===== src/rtl/remap_accel_pkg.sv =====
// -----------------------------------------------------------------------------
// remap_accel_pkg
// Shared definitions for the remap accelerator address stage:
//   - default widths / multiplier latency
//   - sideband_t : per-coordinate data that travels beside the multiplier
//   - calc_addr  : base + product + zero-extended x, wrapping modulo 2^ADDR_W
// -----------------------------------------------------------------------------
package remap_accel_pkg;

  localparam int DEFAULT_COORD_W     = 16;
  localparam int DEFAULT_ADDR_W      = 32;
  localparam int DEFAULT_MUL_LATENCY = 4;

  // Everything about a coordinate except its y*stride product, which the
  // external multiplier carries in lock-step.
  typedef struct packed {
    logic                       valid;
    logic [DEFAULT_COORD_W-1:0] x;
    logic [DEFAULT_ADDR_W-1:0]  base;
    logic                       last;
    logic                       oob;
  } sideband_t;

  // All operands are unsigned; the sum wraps with no saturation.
  function automatic logic [DEFAULT_ADDR_W-1:0] calc_addr(
    input logic [DEFAULT_ADDR_W-1:0]    base,
    input logic [2*DEFAULT_COORD_W-1:0] product,
    input logic [DEFAULT_COORD_W-1:0]   x
  );
    return base + DEFAULT_ADDR_W'(product) + DEFAULT_ADDR_W'(x);
  endfunction

endpackage


===== src/rtl/remap_accel_addr_align.sv =====
// -----------------------------------------------------------------------------
// remap_accel_addr_align
// Clock-enabled shift register of sideband_t, DEPTH stages deep. It matches
// the external multiplier latency so each coordinate's x/base/last/oob leave
// in the same cycle as its product.
//
// Ports:
//   clk    in   clock, rising edge
//   reset  in   synchronous active-high; clears the stage valid bits only
//   i_ce   in   advance enable (shared with the multiplier)
//   i_sb   in   sideband entering stage 0
//   o_sb   out  sideband leaving the last stage
// -----------------------------------------------------------------------------
module remap_accel_addr_align
  import remap_accel_pkg::*;
#(
  parameter int DEPTH = DEFAULT_MUL_LATENCY
) (
  input  logic      clk,
  input  logic      reset,
  input  logic      i_ce,
  input  sideband_t i_sb,
  output sideband_t o_sb
);

  sideband_t r_stage [DEPTH];

  // NOTE: sequential state uses non-blocking assignments so every stage
  // samples its predecessor's pre-edge value; blocking here would collapse
  // the shift register into a single stage.
  always_ff @(posedge clk) begin
    if (reset) begin
      // NOTE: only the valid bits are reset. The payload is meaningless
      // while valid=0, so clearing it would add reset fan-out for nothing.
      for (int i = 0; i < DEPTH; i++) begin
        r_stage[i].valid <= 1'b0;
      end
    end else if (i_ce) begin
      r_stage[0] <= i_sb;
      for (int i = 1; i < DEPTH; i++) begin
        r_stage[i] <= r_stage[i-1];
      end
    end
  end

  assign o_sb = r_stage[DEPTH-1];

endmodule


===== src/rtl/remap_accel_addr_gen.sv =====
// -----------------------------------------------------------------------------
// remap_accel_addr_gen
// Pixel-address stage of the remap accelerator. It accepts (x, y) source
// coordinates and drives y and stride into an external MUL_LATENCY-cycle
// multiplier. When the product returns, it emits base + y*stride + x, one
// address per accepted coordinate, in order.
//
// The whole path is one lock-step pipeline of depth MUL_LATENCY+1:
//   - the multiplier stages
//   - one output register
// All stages share ce = m_ready | ~m_valid, so a stalled output freezes
// everything, including the multiplier. Bubbles keep their slot.
//
// Optional feature (macro REMAP_ADDR_OOB_EN):
//   Adds the m_oob port. A coordinate outside cfg_width x cfg_height is
//   flagged, and its address is forced to the frame base.
//
// The sideband struct is sized from remap_accel_pkg, so COORD_W/ADDR_W must
// keep the package values. MUL_LATENCY may change freely.
//
// Ports:
//   clk, reset          clock, synchronous active-high reset
//   cfg_base            frame base address (sampled at acceptance)
//   cfg_stride          line stride in pixels (sampled at acceptance)
//   cfg_width/height    image bounds (OOB build only)
//   s_valid/s_ready     input coordinate handshake
//   s_x/s_y/s_last      coordinate and end-of-line marker
//   mul_ce              multiplier clock enable
//   mul_din0/mul_din1   multiplier operands (y, stride)
//   mul_dout            product, MUL_LATENCY ce-cycles after operands
//   m_valid/m_ready     output address handshake
//   m_addr/m_last       address and aligned end-of-line marker
//   m_oob               out-of-bounds flag (OOB build only)
// -----------------------------------------------------------------------------
module remap_accel_addr_gen
  import remap_accel_pkg::*;
#(
  parameter int COORD_W     = DEFAULT_COORD_W,
  parameter int ADDR_W      = DEFAULT_ADDR_W,
  parameter int MUL_LATENCY = DEFAULT_MUL_LATENCY
) (
  input  logic                 clk,
  input  logic                 reset,
  input  logic [ADDR_W-1:0]    cfg_base,
  input  logic [COORD_W-1:0]   cfg_stride,
  input  logic [COORD_W-1:0]   cfg_width,
  input  logic [COORD_W-1:0]   cfg_height,
  input  logic                 s_valid,
  output logic                 s_ready,
  input  logic [COORD_W-1:0]   s_x,
  input  logic [COORD_W-1:0]   s_y,
  input  logic                 s_last,
  output logic                 mul_ce,
  output logic [COORD_W-1:0]   mul_din0,
  output logic [COORD_W-1:0]   mul_din1,
  input  logic [2*COORD_W-1:0] mul_dout,
  output logic                 m_valid,
  input  logic                 m_ready,
  output logic [ADDR_W-1:0]    m_addr,
`ifdef REMAP_ADDR_OOB_EN
  output logic                 m_oob,
`endif
  output logic                 m_last
);

  logic              w_ce;
  logic              w_oob;
  sideband_t         w_sb_in;
  sideband_t         w_sb_out;
  logic [ADDR_W-1:0] w_addr;

  logic              r_m_valid;
  logic [ADDR_W-1:0] r_m_addr;
  logic              r_m_last;

  // The output slot is free when it is empty or being drained.
  assign w_ce     = m_ready | ~r_m_valid;
  assign s_ready  = w_ce;
  assign mul_ce   = w_ce;

  // The multiplier registers its own operands, so these are driven raw.
  assign mul_din0 = s_y;
  assign mul_din1 = cfg_stride;

`ifdef REMAP_ADDR_OOB_EN
  assign w_oob = (s_x >= cfg_width) | (s_y >= cfg_height);
`else
  assign w_oob = 1'b0;
  logic w_unused_bounds;
  assign w_unused_bounds = ^{cfg_width, cfg_height};
`endif

  // NOTE: every field gets a default first, so no path through the block
  // leaves a field unassigned and no latch is inferred.
  always_comb begin
    w_sb_in       = '0;
    w_sb_in.valid = s_valid;  // a bubble enters with valid=0
    w_sb_in.x     = s_x;
    w_sb_in.base  = cfg_base;
    w_sb_in.last  = s_last;
    w_sb_in.oob   = w_oob;
  end

  remap_accel_addr_align #(
    .DEPTH (MUL_LATENCY)
  ) u_align (
    .clk   (clk),
    .reset (reset),
    .i_ce  (w_ce),
    .i_sb  (w_sb_in),
    .o_sb  (w_sb_out)
  );

  // An out-of-bounds coordinate points at the frame base; its product and x
  // are ignored.
  assign w_addr = w_sb_out.oob ? w_sb_out.base
                               : calc_addr(w_sb_out.base, mul_dout, w_sb_out.x);

  always_ff @(posedge clk) begin
    if (reset) begin
      r_m_valid <= 1'b0;
      r_m_addr  <= '0;
      r_m_last  <= 1'b0;
    end else if (w_ce) begin
      r_m_valid <= w_sb_out.valid;
      r_m_addr  <= w_addr;
      r_m_last  <= w_sb_out.last;
    end
  end

`ifdef REMAP_ADDR_OOB_EN
  logic r_m_oob;

  always_ff @(posedge clk) begin
    if (reset) begin
      r_m_oob <= 1'b0;
    end else if (w_ce) begin
      r_m_oob <= w_sb_out.oob;
    end
  end

  assign m_oob = r_m_oob;
`endif

  assign m_valid = r_m_valid;
  assign m_addr  = r_m_addr;
  assign m_last  = r_m_last;

endmodule


===== config.mk =====
export PLATFORM = sky130hd
export DESIGN_NAME = remap_accel_addr_gen
export DESIGN_NICKNAME = d
export VERILOG_FILES = /design/src/rtl/remap_accel_pkg.sv /design/src/rtl/remap_accel_addr_align.sv /design/src/rtl/remap_accel_addr_gen.sv
export SDC_FILE = /design/constraint.sdc
export NUM_CORES = 1
export LEC_CHECK = 0
export BUFFER_PORTS_ARGS = -buffer_cell sky130_fd_sc_hd__buf_2
export CAP_MARGIN = 20
export CORE_ASPECT_RATIO = 0.8
export CORE_MARGIN = 2
export CORE_UTILIZATION = 40
export DETAILED_ROUTE_END_ITERATION = 10
export PLACE_DENSITY = 0.73
export SYNTH_ARGS = -nofsm -noshare
export SYNTH_HDL_FRONTEND = slang
export SYNTH_SLANG_ARGS = --single-unit

===== constraint.sdc =====
create_clock -name clk -period 16.24 [get_ports clk]
set_input_delay 0 -clock clk [delete_from_list [all_inputs] [get_ports clk]]
set_output_delay 0 -clock clk [all_outputs]
set_load 0.02 [all_outputs]

==> out/metrics.cfg <==
[route]
routed_via_density = 4.90
wl_um = 17800
wl_per_cell_um = 15.7
vias = 5524
drc = 0
final_antenna_net_count = 0
firstDrtPassIters = 5
drtIter0Drc = 325

[global_routing]
first_global_vias = 5290
gr-total-overflow = 0
track_usage_pct = 13.9
grt_max_degree = 113
grt_first_pass_wirelength_um = 27500
antenna_found_initial = 5

[setup_path]
critPathMaxFanout = 6
endpoint_kind = flop
reg2reg_depth = 10
worstPathRequired_ns = 16.65
worstReg2RegEnd = m_addr[25]$_SDFFE_PP0N_
r2r_start = u_align.r_stage[3][3]$_DFFE_PP_
criticalPathCategory = flop to flop
crit_path_start_kind = flop
cp.arrival_ns = 3.74
reg2reg_slack_ns = 12.91

[run]
maxCapViolCount = 0

[sta]
finalSetupViolCount = 0
maxSlewViolCount = 0
hold_violations = 0
tightest_slew_ns = 0.791
timing.slew.headroom_pct = 47.1
grt_setup_unrepaired = false
timing.final.crit_period_ns = 3.33
final.setup.tns_ns = 0
fmax_mhz = 300
worst_clock_skew_ns = 0.0194
fin_crit_sh_pct = 20.5

[power]
leakage_uw = 0.00456
pwr_density_cell_nw_per_um2 = 127
ir_drop_uv = 90.6

[place]
place.gp.congestion = 0.825
dp_hpwl_um = 11600
portBuffers = 120
place_inst = 1031

[logic_synthesis]
yosys_warnings = 0
postSynthAreaPerCell_um2 = 15.0
synth_area_um2 = 9650
syn_inst = 644
synth_edf_count = 200
yosysSeqAreaShare_pct = 69.3
synth-seq-cells = 234
ys_async_sr_fraction_pct = 0
syn_nets = 855
synth.distinct_cells = 53
synthFlopType = edfxtp_1

[clock_network]
clk_path_buf_depth = 3
cts-root-buf = clkbuf_16
cts_hold_buf = 53
clock_sinks = 234
cts_tree = yes
htreeDepth = 1
clock_latency_ns = 0.52
numCtsBuffers = 24
cts_setup_buffers = 0
clk_pin_slew_ns = 0.06
cts_resized = 0

[worst_hold_path]
worstHoldStart = s_y[14]
hold_depth = 0
worstHoldPathType = primary input to output port
hold_end = mul_din0[14]

[cells_and_area]
nets = 1010
final_cells = 1128
area_delta_synth_final_pct = 21.2
drive_above_1_share_pct = 21.6

[die]
io_pins = 217
coreArea_um2 = 23500
rows = 50
die_h_um = 143
start_util_pct = 41.0
dieArea_um2 = 25400
die_w_um = 178

[outcome]
status = completed

[cells in the mapped netlist, types with 2 or more instances]
cell        n  area [um2]
o31ai_1     3        22.5
buf_4      33         248
o21ai_0    25         125
nand2_1    46         173
or3b_2      2        17.5
and3_1      9        56.3
a211oi_1    6        45.0
o211ai_1    4        30.0
or3_1       5        31.3
nor3_1      9        45.0
nand4_1     7        43.8
a21oi_1    51         255
mux2i_1     2        20.0
clkbuf_1   16        60.1
nand3_1    15        75.1
and2_1      2        12.5
dfxtp_1    34         681
o21a_1      5        37.5
or2_2       2        12.5
ha_1       45         563
a221o_1     3        30.0
inv_1      17        63.8
xnor2_1     8        70.1
o21bai_1    5        37.5
xor2_1      7        61.3
a21boi_0    2        15.0
o2111a_1    2        22.5
a32o_1      4        40.0
nor2_1     22        82.6
fa_1       17         340
nor3b_1     2        15.0
and4_2      2        20.0
a21o_1     11        82.6
edfxtp_1  200        6010
a31oi_1     3        18.8
[worst max-delay path, cell delays in order (launching register included)]
cell,delay (ns)
edfxtp_1,0.39
fa_1,0.48
ha_1,0.25
fa_1,0.43
a21o_1,0.20
a211o_1,0.32
nand3_1,0.20
a211oi_2,0.15
o21ba_4,0.25
or3_1,0.31
a32o_1,0.24
[final cells by class]
type / count / area, um2
Antenna cell: 2 / 5.00
Clock buffer: 30 / 644
Clock inverter: 11 / 116
Fill cell: 2016 / 11800
Inverter: 18 / 75.1
Multi-Input combinational cell: 343 / 2590
Sequential cell: 234 / 6690
Tap cell: 312 / 390
Timing Repair Buffer: 178 / 1190
[metal layers]
layer	wire, um	global-route usage, %
met1	7830	18.4
met2	8060	22.0
met3	1240	3.75
met4	592	5.26
met5	34	0
[cells in the final DEF, fill, tap and decap left out, types with 9 or more instances in the layout]
cell type	netlist	routed
a21oi_1	51	51
ha_1	45	45
nor3_1	9	9
o21ai_0	25	25
clkbuf_16	0	25
nand3_1	15	15
inv_1	17	16
edfxtp_1	200	200
dfxtp_1	34	34
dlygate4sd3_1	0	53
and3_1	9	9
nor2_1	22	22
a21o_1	11	11
fa_1	17	17
buf_2	0	120
nand2_1	46	46
[power by group]
part | internal (uW) | switching, uW
logic | 96.9 | 141
clock network | 312 | 219
registers | 704 | 16.1
[state kept, by name, indices dropped and copies added, names as in the netlist]
signal / count
m_addr: 32
m_last: 1
m_valid: 1
u_align.r_stage: 200
[kinds of logic (layout without fill, tap and decap cells)]
kind of cell / Yosys count / after routing / share of synthesized area (%)
AO/OA/AOI/OAI: 134 / 134 / 9.24
XOR/XNOR: 15 / 15 / 1.36
adder cells (fa/ha/maj): 62 / 62 / 9.37
buffers and inverters: 67 / 237 / 3.89
flip-flops: 234 / 234 / 69.3
multiplexers: 2 / 2 / 0.208
other: 0 / 2 / 0
AND/OR/NAND/NOR: 130 / 130 / 6.62
[stage by stage]
step | total power [uW] | hold slack, ns | utilization, % | instance area [um2] | setup WS, ns
4_1_cts | 1510 | 0.000137 | 49.6 | 11700 | 12.79
3_5_place_dp | 961 | 0.000137 | 44.1 | 10400 | 12.81
6_report | 1490 | 0.00000777 | 49.7 | 11700 | 12.91
5_1_grt | 1560 | 0.0000292 | 49.7 | 11700 | 12.75
2_1_floorplan | 903 | 0.0989 | - | 9650 | 8.92
3_3_place_gp | 957 | 0.000137 | 44.1 | 10400 | 12.90
[how the worst max path moves through the flow]
stage / slack [ns] / end / cells after the start / start
floorplan: 8.92 / m_addr[31]$_SDFFE_PP0N_ / 8 / m_valid$_SDFFE_PP0N_
global placement: 12.90 / u_align.r_stage[0][40]$_DFFE_PP_ / 6 / m_valid$_SDFFE_PP0N_
detailed placement: 12.81 / u_align.r_stage[0][40]$_DFFE_PP_ / 6 / m_valid$_SDFFE_PP0N_
CTS: 12.79 / u_align.r_stage[0][9]$_DFFE_PP_ / 6 / m_valid$_SDFFE_PP0N_
global route: 12.75 / m_addr[25]$_SDFFE_PP0N_ / 10 / u_align.r_stage[3][3]$_DFFE_PP_
finish: 12.91 / m_addr[25]$_SDFFE_PP0N_ / 10 / u_align.r_stage[3][3]$_DFFE_PP_
(Power assumes the default switching activity.)
